**src/rtl/spi_burst_memory.sv**
```systemverilog
// -----------------------------------------------------------------------------
// spi_burst_memory
//
// SPI-slave memory (mode 0) with a parametrised word and address width and
// burst transfers through address auto-increment. The raw SPI pins are
// synchronised into the clk domain and edge-detected there.
//
// Frame: ADDR_WIDTH address bits (MSB first), one R/W bit (1 = read),
// then any number of DATA_WIDTH-bit data words (MSB first).
//
// Ports
//   clk       in   FPGA clock, rising edge
//   reset     in   asynchronous, active-high reset
//   sclk_pin  in   SPI clock (idle low, sample on rising edge)
//   cs_pin    in   SPI chip select, active low
//   mosi_pin  in   master out, slave in
//   miso_pin  out  serial read data (don't-care while miso_oe = 0)
//   miso_oe   out  MISO pad output enable
//   busy      out  high while a transaction is in progress
//   cur_addr  out  current word address
//
// DATA_WIDTH and ADDR_WIDTH must both be at least 2.
// -----------------------------------------------------------------------------
module spi_burst_memory #(
    parameter int DATA_WIDTH = 8,
    parameter int ADDR_WIDTH = 7
) (
    input  logic                  clk,
    input  logic                  reset,
    input  logic                  sclk_pin,
    input  logic                  cs_pin,
    input  logic                  mosi_pin,
    output logic                  miso_pin,
    output logic                  miso_oe,
    output logic                  busy,
    output logic [ADDR_WIDTH-1:0] cur_addr
);

    localparam int DEPTH    = 2 ** ADDR_WIDTH;
    localparam int MAX_BITS = (DATA_WIDTH > ADDR_WIDTH + 1) ? DATA_WIDTH : ADDR_WIDTH + 1;
    localparam int CNT_W    = $clog2(MAX_BITS);

    localparam logic [CNT_W-1:0] CMD_LAST  = CNT_W'(ADDR_WIDTH);
    localparam logic [CNT_W-1:0] DATA_LAST = CNT_W'(DATA_WIDTH - 1);

    typedef enum logic [2:0] {
        ST_IDLE      = 3'd0,
        ST_CMD       = 3'd1,
        ST_RD_LOAD   = 3'd2,
        ST_RD_SHIFT  = 3'd3,
        ST_WR_SHIFT  = 3'd4,
        ST_WR_COMMIT = 3'd5
    } state_t;

    state_t                 state_r;
    state_t                 state_next_s;

    logic [1:0]             sclk_sync_r;
    logic [1:0]             cs_sync_r;
    logic [1:0]             mosi_sync_r;
    logic                   sclk_prev_r;
    logic                   cs_prev_r;

    logic                   sclk_rise_s;
    logic                   sclk_fall_s;
    logic                   cs_rise_s;
    logic                   cs_fall_s;
    logic                   mosi_s;

    logic [CNT_W-1:0]       bit_cnt_r;
    logic [ADDR_WIDTH-1:0]  cmd_shift_r;
    logic [DATA_WIDTH-1:0]  data_shift_r;
    logic                   load_ph_r;
    logic [DATA_WIDTH-1:0]  rd_data_r;
    logic [ADDR_WIDTH-1:0]  cur_addr_r;
    logic                   miso_r;
    logic                   miso_oe_r;
    logic                   busy_r;

    logic [DATA_WIDTH-1:0]  mem [0:DEPTH-1];

    // SCLK edges only count while CS is asserted (synchronised CS low).
    assign sclk_rise_s = sclk_sync_r[1] & ~sclk_prev_r & ~cs_sync_r[1];
    assign sclk_fall_s = ~sclk_sync_r[1] & sclk_prev_r & ~cs_sync_r[1];
    assign cs_rise_s   = cs_sync_r[1] & ~cs_prev_r;
    assign cs_fall_s   = ~cs_sync_r[1] & cs_prev_r;
    assign mosi_s      = mosi_sync_r[1];

    assign miso_pin = miso_r;
    assign miso_oe  = miso_oe_r;
    assign busy     = busy_r;
    assign cur_addr = cur_addr_r;

    // FSM state register.
    always_ff @(posedge clk or posedge reset) begin
        if (reset) begin
            state_r <= ST_IDLE;
        end else begin
            state_r <= state_next_s;
        end
    end

    // FSM next-state logic; a CS rise returns to IDLE from anywhere.
    always_comb begin
        state_next_s = state_r;
        if (cs_rise_s) begin
            state_next_s = ST_IDLE;
        end else begin
            case (state_r)
                ST_IDLE: begin
                    if (cs_fall_s) begin
                        state_next_s = ST_CMD;
                    end else begin
                        state_next_s = ST_IDLE;
                    end
                end
                ST_CMD: begin
                    // The bit arriving with the last rise is the R/W flag.
                    if (sclk_rise_s && (bit_cnt_r == CMD_LAST)) begin
                        state_next_s = mosi_s ? ST_RD_LOAD : ST_WR_SHIFT;
                    end else begin
                        state_next_s = ST_CMD;
                    end
                end
                ST_RD_LOAD: begin
                    if (load_ph_r) begin
                        state_next_s = ST_RD_SHIFT;
                    end else begin
                        state_next_s = ST_RD_LOAD;
                    end
                end
                ST_RD_SHIFT: begin
                    if (sclk_rise_s && (bit_cnt_r == DATA_LAST)) begin
                        state_next_s = ST_RD_LOAD;
                    end else begin
                        state_next_s = ST_RD_SHIFT;
                    end
                end
                ST_WR_SHIFT: begin
                    if (sclk_rise_s && (bit_cnt_r == DATA_LAST)) begin
                        state_next_s = ST_WR_COMMIT;
                    end else begin
                        state_next_s = ST_WR_SHIFT;
                    end
                end
                ST_WR_COMMIT: begin
                    state_next_s = ST_WR_SHIFT;
                end
                default: begin
                    state_next_s = ST_IDLE;
                end
            endcase
        end
    end

    // Pin synchronisers, shift datapath, address counter and registered outputs.
    always_ff @(posedge clk or posedge reset) begin
        if (reset) begin
            sclk_sync_r  <= 2'b00;
            cs_sync_r    <= 2'b11;
            mosi_sync_r  <= 2'b00;
            sclk_prev_r  <= 1'b0;
            cs_prev_r    <= 1'b1;
            bit_cnt_r    <= '0;
            cmd_shift_r  <= '0;
            data_shift_r <= '0;
            load_ph_r    <= 1'b0;
            cur_addr_r   <= '0;
            miso_r       <= 1'b0;
            miso_oe_r    <= 1'b0;
            busy_r       <= 1'b0;
        end else begin
            sclk_sync_r <= {sclk_sync_r[0], sclk_pin};
            cs_sync_r   <= {cs_sync_r[0], cs_pin};
            mosi_sync_r <= {mosi_sync_r[0], mosi_pin};
            sclk_prev_r <= sclk_sync_r[1];
            cs_prev_r   <= cs_sync_r[1];
            busy_r      <= (state_next_s != ST_IDLE);

            if (cs_rise_s) begin
                // Abort: partial words are dropped, cur_addr is left as is.
                bit_cnt_r <= '0;
                load_ph_r <= 1'b0;
                miso_oe_r <= 1'b0;
            end else begin
                case (state_r)
                    ST_IDLE: begin
                        bit_cnt_r <= '0;
                        load_ph_r <= 1'b0;
                        miso_oe_r <= 1'b0;
                    end
                    ST_CMD: begin
                        miso_oe_r <= 1'b0;
                        if (sclk_rise_s) begin
                            cmd_shift_r <= {cmd_shift_r[ADDR_WIDTH-2:0], mosi_s};
                            if (bit_cnt_r == CMD_LAST) begin
                                // Address bits are all in cmd_shift_r; the
                                // current MOSI bit is the R/W flag.
                                bit_cnt_r  <= '0;
                                cur_addr_r <= cmd_shift_r;
                            end else begin
                                bit_cnt_r <= bit_cnt_r + CNT_W'(1);
                            end
                        end
                    end
                    ST_RD_LOAD: begin
                        // Phase 0 lets rd_data_r capture mem[cur_addr];
                        // phase 1 moves it into the shift register.
                        if (load_ph_r) begin
                            data_shift_r <= rd_data_r;
                            load_ph_r    <= 1'b0;
                        end else begin
                            load_ph_r <= 1'b1;
                        end
                    end
                    ST_RD_SHIFT: begin
                        if (sclk_fall_s) begin
                            miso_r       <= data_shift_r[DATA_WIDTH-1];
                            data_shift_r <= {data_shift_r[DATA_WIDTH-2:0], 1'b0};
                            miso_oe_r    <= 1'b1;
                        end
                        if (sclk_rise_s) begin
                            if (bit_cnt_r == DATA_LAST) begin
                                bit_cnt_r  <= '0;
                                cur_addr_r <= cur_addr_r + ADDR_WIDTH'(1);
                            end else begin
                                bit_cnt_r <= bit_cnt_r + CNT_W'(1);
                            end
                        end
                    end
                    ST_WR_SHIFT: begin
                        miso_oe_r <= 1'b0;
                        if (sclk_rise_s) begin
                            data_shift_r <= {data_shift_r[DATA_WIDTH-2:0], mosi_s};
                            if (bit_cnt_r == DATA_LAST) begin
                                bit_cnt_r <= '0;
                            end else begin
                                bit_cnt_r <= bit_cnt_r + CNT_W'(1);
                            end
                        end
                    end
                    ST_WR_COMMIT: begin
                        cur_addr_r <= cur_addr_r + ADDR_WIDTH'(1);
                    end
                    default: begin
                        bit_cnt_r <= '0;
                        load_ph_r <= 1'b0;
                        miso_oe_r <= 1'b0;
                    end
                endcase
            end
        end
    end

    // Memory array with registered read port; contents survive reset.
    always_ff @(posedge clk) begin
        if (state_r == ST_WR_COMMIT) begin
            mem[cur_addr_r] <= data_shift_r;
        end
        rd_data_r <= mem[cur_addr_r];
    end

endmodule

```
**config.mk**
```make
export PLATFORM = sky130hd
export DESIGN_NAME = spi_burst_memory
export DESIGN_NICKNAME = d
export VERILOG_FILES = /design/src/rtl/spi_burst_memory.sv
export SDC_FILE = /design/constraint.sdc
export NUM_CORES = 1
export LEC_CHECK = 0
export CELL_PAD_IN_SITES_DETAIL_PLACEMENT = 0
export CELL_PAD_IN_SITES_GLOBAL_PLACEMENT = 1
export CORE_MARGIN = 5
export CORE_UTILIZATION = 61
export DETAILED_ROUTE_END_ITERATION = 16
export PLACE_DENSITY_LB_ADDON = 0.08
export SETUP_SLACK_MARGIN = 0.15
export SLEW_MARGIN = 20
export SYNTH_ARGS = -nofsm -noshare
export SYNTH_HDL_FRONTEND = slang
export SYNTH_SLANG_ARGS = --single-unit
export TNS_END_PERCENT = 30
```
**constraint.sdc**
```tcl
create_clock -name clk -period 5.15 [get_ports clk]
set_input_delay 1.545 -clock clk [delete_from_list [all_inputs] [get_ports clk]]
set_output_delay 1.545 -clock clk [all_outputs]
set_load 0.005 [all_outputs]
```
==> results.toml <==
[outcome]
status = "complete, no violations"

[routing]
wire_per_inst_um = 30.29
viasPerCell = 6.557
drc = 0
drtIter0Drc = 1877
vias = 19070
drtPass1Iterations = 6
wl_um = 88100
ant_nets = 0

[global_routing]
grt_pass1_wl_um = 132300
grt_start_max_net_pins = 99
grt-ovfl-total = 0
antenna_found_initial = 6
grt_pass1_vias = 19650
grt_usage = 0.2454

[timing]
tns_ps = 0
maxSlewViolCount = 0
fmax_mhz = 240.9
min_period_ps = 4150
tightest_slew_ps = 1145
rsz0062_at_grt = "false"
worst_slack_ps = 999.5
whs_ps = 348.2
finalHoldViolations = 0
setup_viol = 0
fin_skew_ps = 21.31
relSlewSlack = 0.2350
finalCritPeriodShare = 0.8059

[logic_synthesis]
yosys.area_share.simple = 0.02423
synth_warnings = 0
synth_top_family_by_area = "multiplexers"
synthArstFlopShare = 0.03731
synth-main-ff-cell = "edfxtp_1"
synthAdderAreaFrac = 0.001201
synth.most_common_cell = "edfxtp_1"
synth_mux_area_frac = 0.1913
synth.yosys.seq_area_share = 0.7660
synth_area_sq_um = 41660
synth.area.top_cells = "edfxtp_1 74%, mux4_2 18%, dfrtp_1 2.2%"
synth_fp_nets = 1826
ys_seq_elements = 1072
synth_area_leader_cell = "edfxtp_1"
synth_compound_area_frac = 0.006006
synth_edf_count = 1024
post_synth_num_cell_types = 47
post_synth_inst_count = 1817
synth_area_per_cell_sq_um = 22.93
synth_xor_area_frac = 0.0002102
synth_top_area_share = 0.7380
synth_common_cells = "1024 x edfxtp_1, 336 x mux4_2, 133 x nor2_1, 66 x clkbuf_1, 37 x dfrtp_1"

[place]
dpl_worst_slack_ps = 1256
dp_hpwl_um = 53620
place.gp.congestion = 0.7938
portBuffers = 14

[clock_network]
post-cts-setup-buffers = 0
clkSinkCount = 1072
cts_resized = 0
clk-insertion-delay-late_ps = 660
holdBufCountCts = 0
cts_inserted_buffers = 104
cts_root_buf = "clkbuf_16"
clkTransAtPathRegs_ps = 60
cts.path.max_buffers = 3
cts_tree = "yes"
cts_max_level = 3

[job]
drv_cap = 0

[die]
initial_core_util = 0.6171
fp-row-count = 95
die_area_sq_um = 73630
die_h_um = 271.4
num_io_pins = 15
die_w_um = 271.4
core_sq_um = 67510

[worst_setup_path]
startpoint_type = "flip-flop"
arrival_ps = 2610
cp-end-kind = "output port"
critPathKind = "reg -> out"
cp_max_fo = 46
worstPathRequired_ps = 3610

[power_and_ir_drop]
p_int_mw = 15.00
p_per_area_nw_per_um2 = 414.5
switching_power_mw = 4.421
netSwitchingFraction = 0.2276
p_clk_frac = 0.388
comb_power_share = 0.113
seq_power_share = 0.499
power_leakage_nw = 14.37
peakVddDrop_v = 0.0003384
fin_total_pwr_mw = 19.42

[layout]
drive_above_1_share = 0.3139
utilization = 0.6941
nets = 1960
syn_to_final_growth_pct = 12.47
antenna_cells = 0

[worst_hold_path]
hp-class = "reg -> reg"
[layout make-up]
type                    instances  area (sq um)
well taps                     873          1092
repair buffers                129          1079
clock inverters                67         670.6
clock buffers                 124          2741
fillers                      4070         20660
multi-input cells             639          9296
flip-flops and latches       1072         31960
inverters                       5         18.77
[state kept, by name, summed over array words and instances (netlist names), 2 cells and up]
name and cells:
sclk_sync_r 2, cmd_shift_r 7, mem 1024, state_r 3
data_shift_r 8, bit_cnt_r 3, mosi_sync_r 2, cs_sync_r 2
cur_addr 7, rd_data_r 8
[final timing paths]
| kind | from | end | slack, ps | depth (start not counted) |
|---|---|---|---|---|
| worst max register to register | cur_addr[0] | rd_data_r[3] | 1360 | 6 |
| min in group asynchronous | reset | sclk_prev_r | 1330 | 3 |
| max in group asynchronous | reset | data_shift_r[2] | 3370 | 3 |
| worst max-delay path | cur_addr[0] | cur_addr[0] | 1000 | 2 |
| worst min register to register | sclk_sync_r[0] | sclk_sync_r[1] | 350 | 0 |
| worst min-delay path | sclk_sync_r[0] | sclk_sync_r[1] | 350 | 0 |
[critical path, stage by stage, from the launching register on]
cell             delay [ps]
dfrtp_4                1000
buf_12                  360
clkdlybuf4s50_1         560
[kinds of logic after synthesis]
group | count (synthesis)
XOR/XNOR | 1
buffers and inverters | 106
flip-flops | 1072
AND/OR/NAND/NOR | 226
AO/OA/AOI/OAI | 36
multiplexers | 372
adder cells (fa/ha/maj) | 4
[routing by layer]
layer | vias to the layer above | part of all wire | wire length (um) | global-route usage
met5 | - | 0.00025 | 22 | 0
met4 | 4 | 0.029 | 2527 | 0.07000
met3 | 132 | 0.077 | 6753 | 0.05307
met2 | 709 | 0.49 | 42970 | 0.3846
met1 | 10270 | 0.41 | 35830 | 0.3606
li1 | 7964 | - | - | -
[placed cells by master (no fill, tap or decap), drive strengths merged, types with 6 or more instances in the layout]
cell	n
nor2	133
edfxtp	1024
nand2	28
dfrtp	37
clkinv	42
o21ai	6
clkbuf	124
nor2b	12
bufinv	12
nor3	8
a21oi	7
dfxtp	8
nand3	17
mux2	33
clkinvlp	13
buf	115
a2bb2oi	6
mux4	336
a211oi	6
clkdlybuf4s50	14
[through the flow]
stage,cells,cell area [sq um]
after detailed placement,2718,43450
after global placement,2718,43440
after global routing,2909,46860
final,2909,46860
after CTS,2909,46860
after floorplan,1817,41670
[power groups by stage]
stage / registers (mW) / clock network, mW / logic (mW)
6_report: 9.69 / 7.54 / 2.20
4_1_cts: 9.69 / 7.66 / 2.23
3_5_place_dp: 9.88 / 0 / 2.23
5_1_grt: 9.70 / 8.06 / 2.34
2_1_floorplan: 9.69 / 0 / 1.69
3_3_place_gp: 9.88 / 0 / 2.22
Power figures use the tool's default switching activity.
